$ cat config.mk
export PLATFORM = sky130hd
export DESIGN_NAME = clk_div_sel_mux
export DESIGN_NICKNAME = d
export VERILOG_FILES = /design/src/rtl/clk_gen_pkg.sv /design/src/rtl/clk_div_cnt.sv /design/src/rtl/clk_div_sel_mux.sv
export SDC_FILE = /design/constraint.sdc
export NUM_CORES = 1
export LEC_CHECK = 0
export ABC_AREA = 1
export BUFFER_PORTS_ARGS = -buffer_cell sky130_fd_sc_hd__buf_4
export CORE_UTILIZATION = 60
export CTS_BUF_LIST = sky130_fd_sc_hd__clkbuf_2 sky130_fd_sc_hd__clkbuf_4 sky130_fd_sc_hd__clkbuf_8
export CTS_CLUSTER_DIAMETER = 200
export DETAILED_ROUTE_END_ITERATION = 12
export PLACE_DENSITY = 0.89
export SETUP_SLACK_MARGIN = 0.15
export SYNTH_ARGS = -nofsm -noshare
export SYNTH_HDL_FRONTEND = slang
export SYNTH_HIERARCHICAL = 1
export SYNTH_SLANG_ARGS = --single-unit
$ cat constraint.sdc
create_clock -name clk -period 3.6 [get_ports clk]
set_clock_uncertainty 0.05 [all_clocks]
set_input_delay 0.72 -clock clk [delete_from_list [all_inputs] [get_ports clk]]
set_output_delay 0.72 -clock clk [all_outputs]
set_load 0.005 [all_outputs]
$ cat src/rtl/clk_gen_pkg.sv
// Shared definitions for the clock generation block: ratio table access,
// ratio clamping and index-width helpers.
`ifndef CLK_GEN_DIV_AT
`define CLK_GEN_DIV_AT(list, idx, w) list[(idx)*(w) +: (w)]
`endif

package clk_gen_pkg;

    typedef enum logic {
        SEL_IDLE = 1'b0,
        SEL_PEND = 1'b1
    } sel_state_t;

    localparam int unsigned MIN_RATIO = 2;

    // Ceiling log2, never below 1 so a select port always has at least one bit.
    function automatic int unsigned clog2(input int unsigned n);
        int unsigned w;
        w = 1;
        while ((32'd1 << w) < n) w++;
        return w;
    endfunction

    function automatic int unsigned clamp_ratio(input int unsigned r);
        return (r < MIN_RATIO) ? MIN_RATIO : r;
    endfunction

endpackage

$ cat src/rtl/clk_div_cnt.sv
// Period counter: runs 0..ratio-1 and wraps; load restarts a period at 0.
// cnt_next is exposed so the owner can register outputs in step with the count.
module clk_div_cnt #(
    parameter int unsigned      DIV_W   = 8,
    parameter logic [DIV_W-1:0] RST_CNT = '0
) (
    input  logic             clk,
    input  logic             rst,
    input  logic [DIV_W-1:0] ratio,
    input  logic             load,
    output logic [DIV_W-1:0] cnt_next,
    output logic             last
);

    localparam logic [DIV_W-1:0] ONE = DIV_W'(1);

    logic [DIV_W-1:0] cnt;

    assign last     = (cnt == ratio - ONE);
    assign cnt_next = (load || last) ? '0 : cnt + ONE;

    // NOTE: sequential state uses non-blocking assignments so every register
    // samples the pre-edge values of its neighbours.
    always_ff @(posedge clk) begin
        if (rst) begin
            cnt <= RST_CNT;
        end else begin
            cnt <= cnt_next;
        end
    end

endmodule

$ cat src/rtl/clk_div_sel_mux.sv
// Glitch-free divided-clock selector: switches divide ratio only at period
// boundaries and emits a one-cycle clk_en strobe in the last cycle of each period.
module clk_div_sel_mux
    import clk_gen_pkg::*;
#(
    parameter int unsigned                NUM_SRC  = 4,
    parameter int unsigned                DIV_W    = 8,
    parameter logic [NUM_SRC*DIV_W-1:0]   DIV_LIST = {8'd16, 8'd8, 8'd4, 8'd2},
    parameter int unsigned                RST_SEL  = 0,
    localparam int unsigned               SEL_W    = clog2(NUM_SRC)
) (
    input  logic             clk,
    input  logic             rst,
    input  logic             sel_req,
    input  logic [SEL_W-1:0] sel_idx,
    output logic             sel_busy,
    output logic             sel_done,
    output logic             sel_err,
    output logic [SEL_W-1:0] cur_sel,
    output logic             clk_out,
    output logic             clk_en
);

    localparam logic [DIV_W-1:0] ONE         = DIV_W'(1);
    localparam logic [SEL_W:0]   NUM_SRC_EXT = (SEL_W + 1)'(NUM_SRC);
    localparam logic [SEL_W-1:0] RST_SEL_V   = SEL_W'(RST_SEL);
    localparam int unsigned      RST_RATIO   =
        clamp_ratio(32'(`CLK_GEN_DIV_AT(DIV_LIST, RST_SEL, DIV_W)));
    localparam logic [DIV_W-1:0] RST_CNT     = DIV_W'(RST_RATIO - 1);

    logic [DIV_W-1:0] ratio_tab [NUM_SRC];

    for (genvar i = 0; i < NUM_SRC; i++) begin : g_tab
        localparam int unsigned RAW = 32'(`CLK_GEN_DIV_AT(DIV_LIST, i, DIV_W));
        assign ratio_tab[i] = DIV_W'(clamp_ratio(RAW));
    end

    sel_state_t       state, state_nxt;
    logic [SEL_W-1:0] pend, pend_nxt;
    logic [SEL_W-1:0] sel_nxt;
    logic             commit, done_nxt, err_nxt;
    logic             idx_ok;
    logic             last;
    logic [DIV_W-1:0] cnt_next;
    logic [DIV_W-1:0] ratio_cur, ratio_nxt, half_nxt;

    assign idx_ok    = ({1'b0, sel_idx} < NUM_SRC_EXT);
    assign ratio_cur = ratio_tab[cur_sel];
    assign ratio_nxt = ratio_tab[sel_nxt];
    assign half_nxt  = ratio_nxt >> 1;
    assign sel_busy  = (state == SEL_PEND);

    clk_div_cnt #(
        .DIV_W   (DIV_W),
        .RST_CNT (RST_CNT)
    ) u_cnt (
        .clk      (clk),
        .rst      (rst),
        .ratio    (ratio_cur),
        .load     (commit),
        .cnt_next (cnt_next),
        .last     (last)
    );

    // A pending switch commits only on the last cycle of the running period,
    // so the new ratio always starts with a full high phase.
    always_comb begin
        // NOTE: every variable gets a default first so no path infers a latch.
        state_nxt = state;
        pend_nxt  = pend;
        sel_nxt   = cur_sel;
        commit    = 1'b0;
        done_nxt  = 1'b0;
        err_nxt   = 1'b0;
        unique case (state)
            SEL_IDLE: begin
                if (sel_req) begin
                    if (idx_ok) begin
                        pend_nxt  = sel_idx;
                        state_nxt = SEL_PEND;
                    end else begin
                        err_nxt = 1'b1;
                    end
                end
            end
            SEL_PEND: begin
                if (last) begin
                    commit    = 1'b1;
                    sel_nxt   = pend;
                    done_nxt  = 1'b1;
                    state_nxt = SEL_IDLE;
                end
            end
            default: state_nxt = SEL_IDLE;
        endcase
    end

    // Outputs are registered from the next count and next ratio, so they
    // describe the cycle being entered without any combinational path out.
    always_ff @(posedge clk) begin
        if (rst) begin
            state    <= SEL_IDLE;
            pend     <= RST_SEL_V;
            cur_sel  <= RST_SEL_V;
            clk_out  <= 1'b0;
            clk_en   <= 1'b0;
            sel_done <= 1'b0;
            sel_err  <= 1'b0;
        end else begin
            state    <= state_nxt;
            pend     <= pend_nxt;
            cur_sel  <= sel_nxt;
            clk_out  <= (cnt_next < half_nxt);
            clk_en   <= (cnt_next == ratio_nxt - ONE);
            sel_done <= done_nxt;
            sel_err  <= err_nxt;
        end
    end

endmodule

-- Word-level counts from Yosys, hierarchy flattened
Cells that the tools add are included.
- register bits: 16
- output and inout bits: 7
- logic and storage cells: 34
- input port bits: 5
- magnitude comparators: 3
- equal/unequal tests: 2
- add/sub/neg operators: 3
- bitwise logic cells: 3
- reductions and logical operators: 2
- multiplexer cells: 14
- operator list (cell ; count):
    8-bit two-way mux ; 5
    8-bit binary-select mux with 2-bit select ; 2
    8-bit == test ; 2
    8-bit by 1-bit subtractor with 8-bit output, second input constant ; 2
    8-bit by 1-bit adder with 8-bit output, second input constant ; 1
    8-bit by 7-bit less-than comparator with 1-bit output ; 1
    3-bit greater-or-equal comparator, second input constant ; 2
    2-bit NOT with 3-bit output ; 2
    1-bit two-way mux ; 4
    2-bit two-way mux ; 2
    1-bit case mux with 2 select lines ; 1
    2-bit AND reduction ; 1
    1-bit logical OR ; 1
    1-bit NOT ; 1

-- Longest topological paths before layout
- depth in word-level cells: 14
- gate-level depth with buffers: 24
- mapped depth without buffers: 24

-- Modules after synthesis
The synthesis kept the hierarchy.
- modules (own cells, without submodules) (module ; times used ; cells each ; sequential area each (um^2) ; area each (um^2)):
    clk_div_cnt ; 1 ; 132 ; 160.2 ; 730.7
    clk_div_sel_mux ; 1 ; 76 ; 160.2 ; 494.2

-- Least setup slack after synthesis
OpenSTA, ideal clock, no wires.
- path type: flip-flop to flip-flop
- from: register cur_sel[1]
- to: register clk_out
- setup time: 0.070 ns
- path slack: 0.880 ns
- data arrival time: 2.601 ns
- path buffers: 0
- stages on the path, launching flop included: 21
- clock period less this slack: 2.720 ns
- data required time: 3.480 ns
- cell sequence: dfxtp_1 nor2_1 inv_1 ha_1 nor2_1 nor2_1 nand2_1 nor2_1 nand3_1 nor2_2 nand2_2 inv_1 nand2_2 inv_1 inv_1 nand3_1 inv_1 ha_1 a21oi_1 nand3_1 a21oi_1
- elaborated cells on any way between the ends: 17
- classes of those cells: 1 x add/sub; 1 x order compare; 1 x eq/ne; 11 x mux; 2 x bitwise; 1 x reduce/logical
- RTL lines (what ; RTL line ; text):
    start, declared ; clk_div_sel_mux.sv:19 ; output logic [SEL_W-1:0] cur_sel,
    start signal, assigned ; clk_div_sel_mux.sv:112 ; cur_sel <= sel_nxt;
    2-bit NOT with 3-bit output (not written as such) ; clk_div_sel_mux.sv:48 ; assign ratio_cur = ratio_tab[cur_sel];
    8-bit binary-select mux with 2-bit select ; clk_div_sel_mux.sv:48 ;
    8-bit two-way mux (not written as such) (2 in series) ; clk_div_sel_mux.sv:48 ;
    net ratio_cur[1] ; clk_div_sel_mux.sv:45 ; logic [DIV_W-1:0] ratio_cur, ratio_nxt, half_nxt;
    8-bit by 1-bit subtractor with 8-bit output ; clk_div_cnt.sv:19 ; assign last = (cnt == ratio - ONE);
    8-bit == test ; clk_div_cnt.sv:19 ;
    net last ; clk_div_sel_mux.sv:43 ; logic last;
    1-bit two-way mux ; clk_div_sel_mux.sv:87 ; if (last) begin
    1-bit two-way mux ; -- ;
    net commit ; clk_div_sel_mux.sv:41 ; logic commit, done_nxt, err_nxt;
    1-bit logical OR ; clk_div_cnt.sv:20 ; assign cnt_next = (load || last) ? '0 : cnt + ONE;
    8-bit two-way mux ; clk_div_cnt.sv:20 ;
    net cnt_next[3] ; clk_div_sel_mux.sv:44 ; logic [DIV_W-1:0] cnt_next;
    8-bit by 7-bit less-than comparator with 1-bit output ; clk_div_sel_mux.sv:113 ; clk_out <= (cnt_next < half_nxt);
    end signal, assigned ; clk_div_sel_mux.sv:113 ;
    end, declared ; clk_div_sel_mux.sv:20 ; output logic clk_out,
The timed path passes the listed nets, and every way through them passes these cells. The select of a mux whose other input is x is not followed.
A chain may end at the register's enable or synchronous reset.

-- Worst setup path in the final report
Same ends and word-level chain as after synthesis.

==> flow_summary.yaml <==
outcome:
  status: "finished clean"
drt:
  final_antenna_net_count: 0
  finalWirelength_microns: 2550
  vias_per_cell: 4.81
  drt-wirelength-per-cell_microns: 9.95
  drc: 0
  dr.pass1.iters: 4
  vias: 1231
  drt_iter0_drc: 56
floorplan:
  core_area_sq_um: 1820
  num_rows: 15
  die_h_microns: 47.2
  floorplan.initialDensity_pct: 67.3
  io_pins: 12
  die_w_microns: 47.2
  dieArea_sq_um: 2230
timing:
  finalSetupViolations: 0
  rsz0062_at_grt: "false"
  fin_crit_sh_pct: 85.5
  whs_ps: 415
  slew_viol_final: 0
  setup_ws_ps: 521
  max_freq_ghz: 0.325
  hold_viol_final: 0
  fin_setup_tns_ps: 0
  min_period_ps: 3080
pwr:
  ir_drop_mv: 0.248
  p_sw_share_pct: 32.2
  internal_power_uw: 268
  clockPowerShare_pct: 24.9
  p_switching_uw: 127
  p_leak_uw: 0.000814
  combPwrFrac_pct: 25.2
  seq_power_share_pct: 49.9
  power_density_nw_per_um2: 284
clock_network:
  cts_hold_buf: 0
  htreeDepth: 1
  cts_resized: 0
  cts_tree: "built"
  post_cts_buffers: 0
  cts_inserted_buffers: 3
  clock_sinks: 16
  path_clk_slew_ps: 100
  clock_tree.root_cell: "clkbuf_4"
  cts_buffer_depth: 2
  insertion_delay_ps: 290
global_route:
  grt_pass1_wl_microns: 4160
  grt_pass1_vias: 1045
  grt_overflow: 0
  grt_use_total_pct: 26.6
  antenna_found_initial: 0
  grt_max_degree: 13
finish:
  drive_above_1_share_pct: 12.6
  nFillCells: 151
  finalInstanceArea_sq_um: 1390
  syn_to_final_growth_pct: 13.3
  final_util_pct: 76.2
  diodes: 0
  final_nets: 243
critical_path:
  crit_path_start_kind: "flip-flop"
  crit_type: "flip-flop to flip-flop"
  cp.arrival_ps: 3270
  reg2reg_depth: 20
  endpoint_kind: "flip-flop"
  crit_required_ps: 3790
  worstPathMaxFanout: 9
logic_synthesis:
  synth_cell_type_count: 27
  yosys_warnings: 6
  synth_top_area_cell: "dfxtp_1"
  synth_cells: 208
  synth.most_common_cell: "nand2_1"
  synth_edf_count: 0
  synth_top_area_share_pct: 26.1
  ys_ff_latch: 16
  synth_common_cells: "nand2_1 (49), inv_1 (42), nor2_1 (35)"
  syn-cell-area_sq_um: 1220
  ys.flop_type: "dfxtp_1"
  async_reset_ff_share_pct: 0
  syn_avg_cell_area_sq_um: 5.89
  yosysSeqAreaShare_pct: 26.1
  synthTopCellsByArea: "dfxtp_1 (26%), nand2_1 (15%), inv_1 (13%)"
place:
  postPlaceCellArea_sq_um: 1370
  finalWeightedCongestion: 0.946
  port-buffer-count: 10
  hpwl_microns: 2020
  post-place-ws_ps: 573
job:
  drv_cap: 0
min_path:
  hold_depth: 2
  hp-class: "flip-flop to flip-flop"
-- power groups by stage --
stage | clock [uW] | combinational (uW) | sequential (uW)
floorplan | 0 | 72.5 | 199
global placement | 0 | 91.7 | 200
detailed placement | 0 | 97.0 | 200
CTS | 98.7 | 97.7 | 196
global route | 104 | 116 | 198
finish | 98.2 | 99.4 | 197
-- path summary, 6_finish.rpt --
| path | start | slack [ps] | endpoint |
|---|---|---|---|
| setup / recovery | cur_sel[1] | 520 | clk_out |
| hold / removal | pend[0] | 420 | pend[0] |
| setup reg to reg | cur_sel[1] | 520 | clk_out |
| hold reg to reg | pend[0] | 420 | pend[0] |
-- metrics by stage --
step	power [uW]	cells
2_1_floorplan	272	220
3_3_place_gp	292	253
3_5_place_dp	297	253
4_1_cts	393	256
5_1_grt	418	256
6_report	394	256
-- cell type report --
cell class / count / area (sq um) / area share [%]
repair buffers: 10 / 75.1 / 5.41
inverters: 44 / 166 / 12.0
well taps: 25 / 31.3 / 2.25
clock buffers: 3 / 22.5 / 1.62
flip-flops and latches: 16 / 320 / 23.1
multi-input cells: 158 / 772 / 55.6
-- cells by family after synthesis --
| group | Yosys count | share of synthesized area [%] |
|---|---|---|
| other | 1 | 0.306 |
| XOR/XNOR | 4 | 2.86 |
| buffers and inverters | 46 | 14.5 |
| flip-flops | 16 | 26.1 |
| adder cells (fa/ha/maj) | 5 | 5.11 |
| AO/OA/AOI/OAI | 13 | 6.13 |
| AND/OR/NAND/NOR | 123 | 44.9 |
-- registers in the layout, indices dropped and copies added, names as in the netlist --
| register | cells |
|---|---|
| clk_en | 1 |
| sel_busy | 1 |
| pend | 2 |
| clk_out | 1 |
| sel_done | 1 |
| cur_sel | 2 |
| u_cnt/cnt | 8 |
-- placed cells by master, fill, tap and decap left out, drive strengths merged, types with 3 or more instances in the layout --
cell    count
nand2      57
inv        43
nor2       39
nand3      23
dfxtp      16
conb       13
buf        10
a21oi       6
o21ai       6
ha          5
clkbuf      3
xor2        3
-- routing by layer --
metal	routed length (microns)	vias up	global-route usage (%)
li1	-	661	-
met1	1190	529	33.7
met2	1170	33	43.3
met3	119	8	5.38
met4	61	0	12.6
met5	0	-	0
-- worst max-delay path, stage by stage, from the launching register on --
cell and delay (ps):
dfxtp_1 370, nor2_1 230, inv_1 70, ha_1 290, nor2_1 40, nor2_1 100
nand2_1 60, nor2_1 120, nand3_1 100, nor2_2 100, nand2_2 130, inv_1 150
nand2_2 110, inv_1 90, inv_1 130, nand3_1 140, inv_1 80, ha_1 320
a21oi_1 150, nand3_1 80, a21oi_1 100
(Power assumes the default switching activity.)
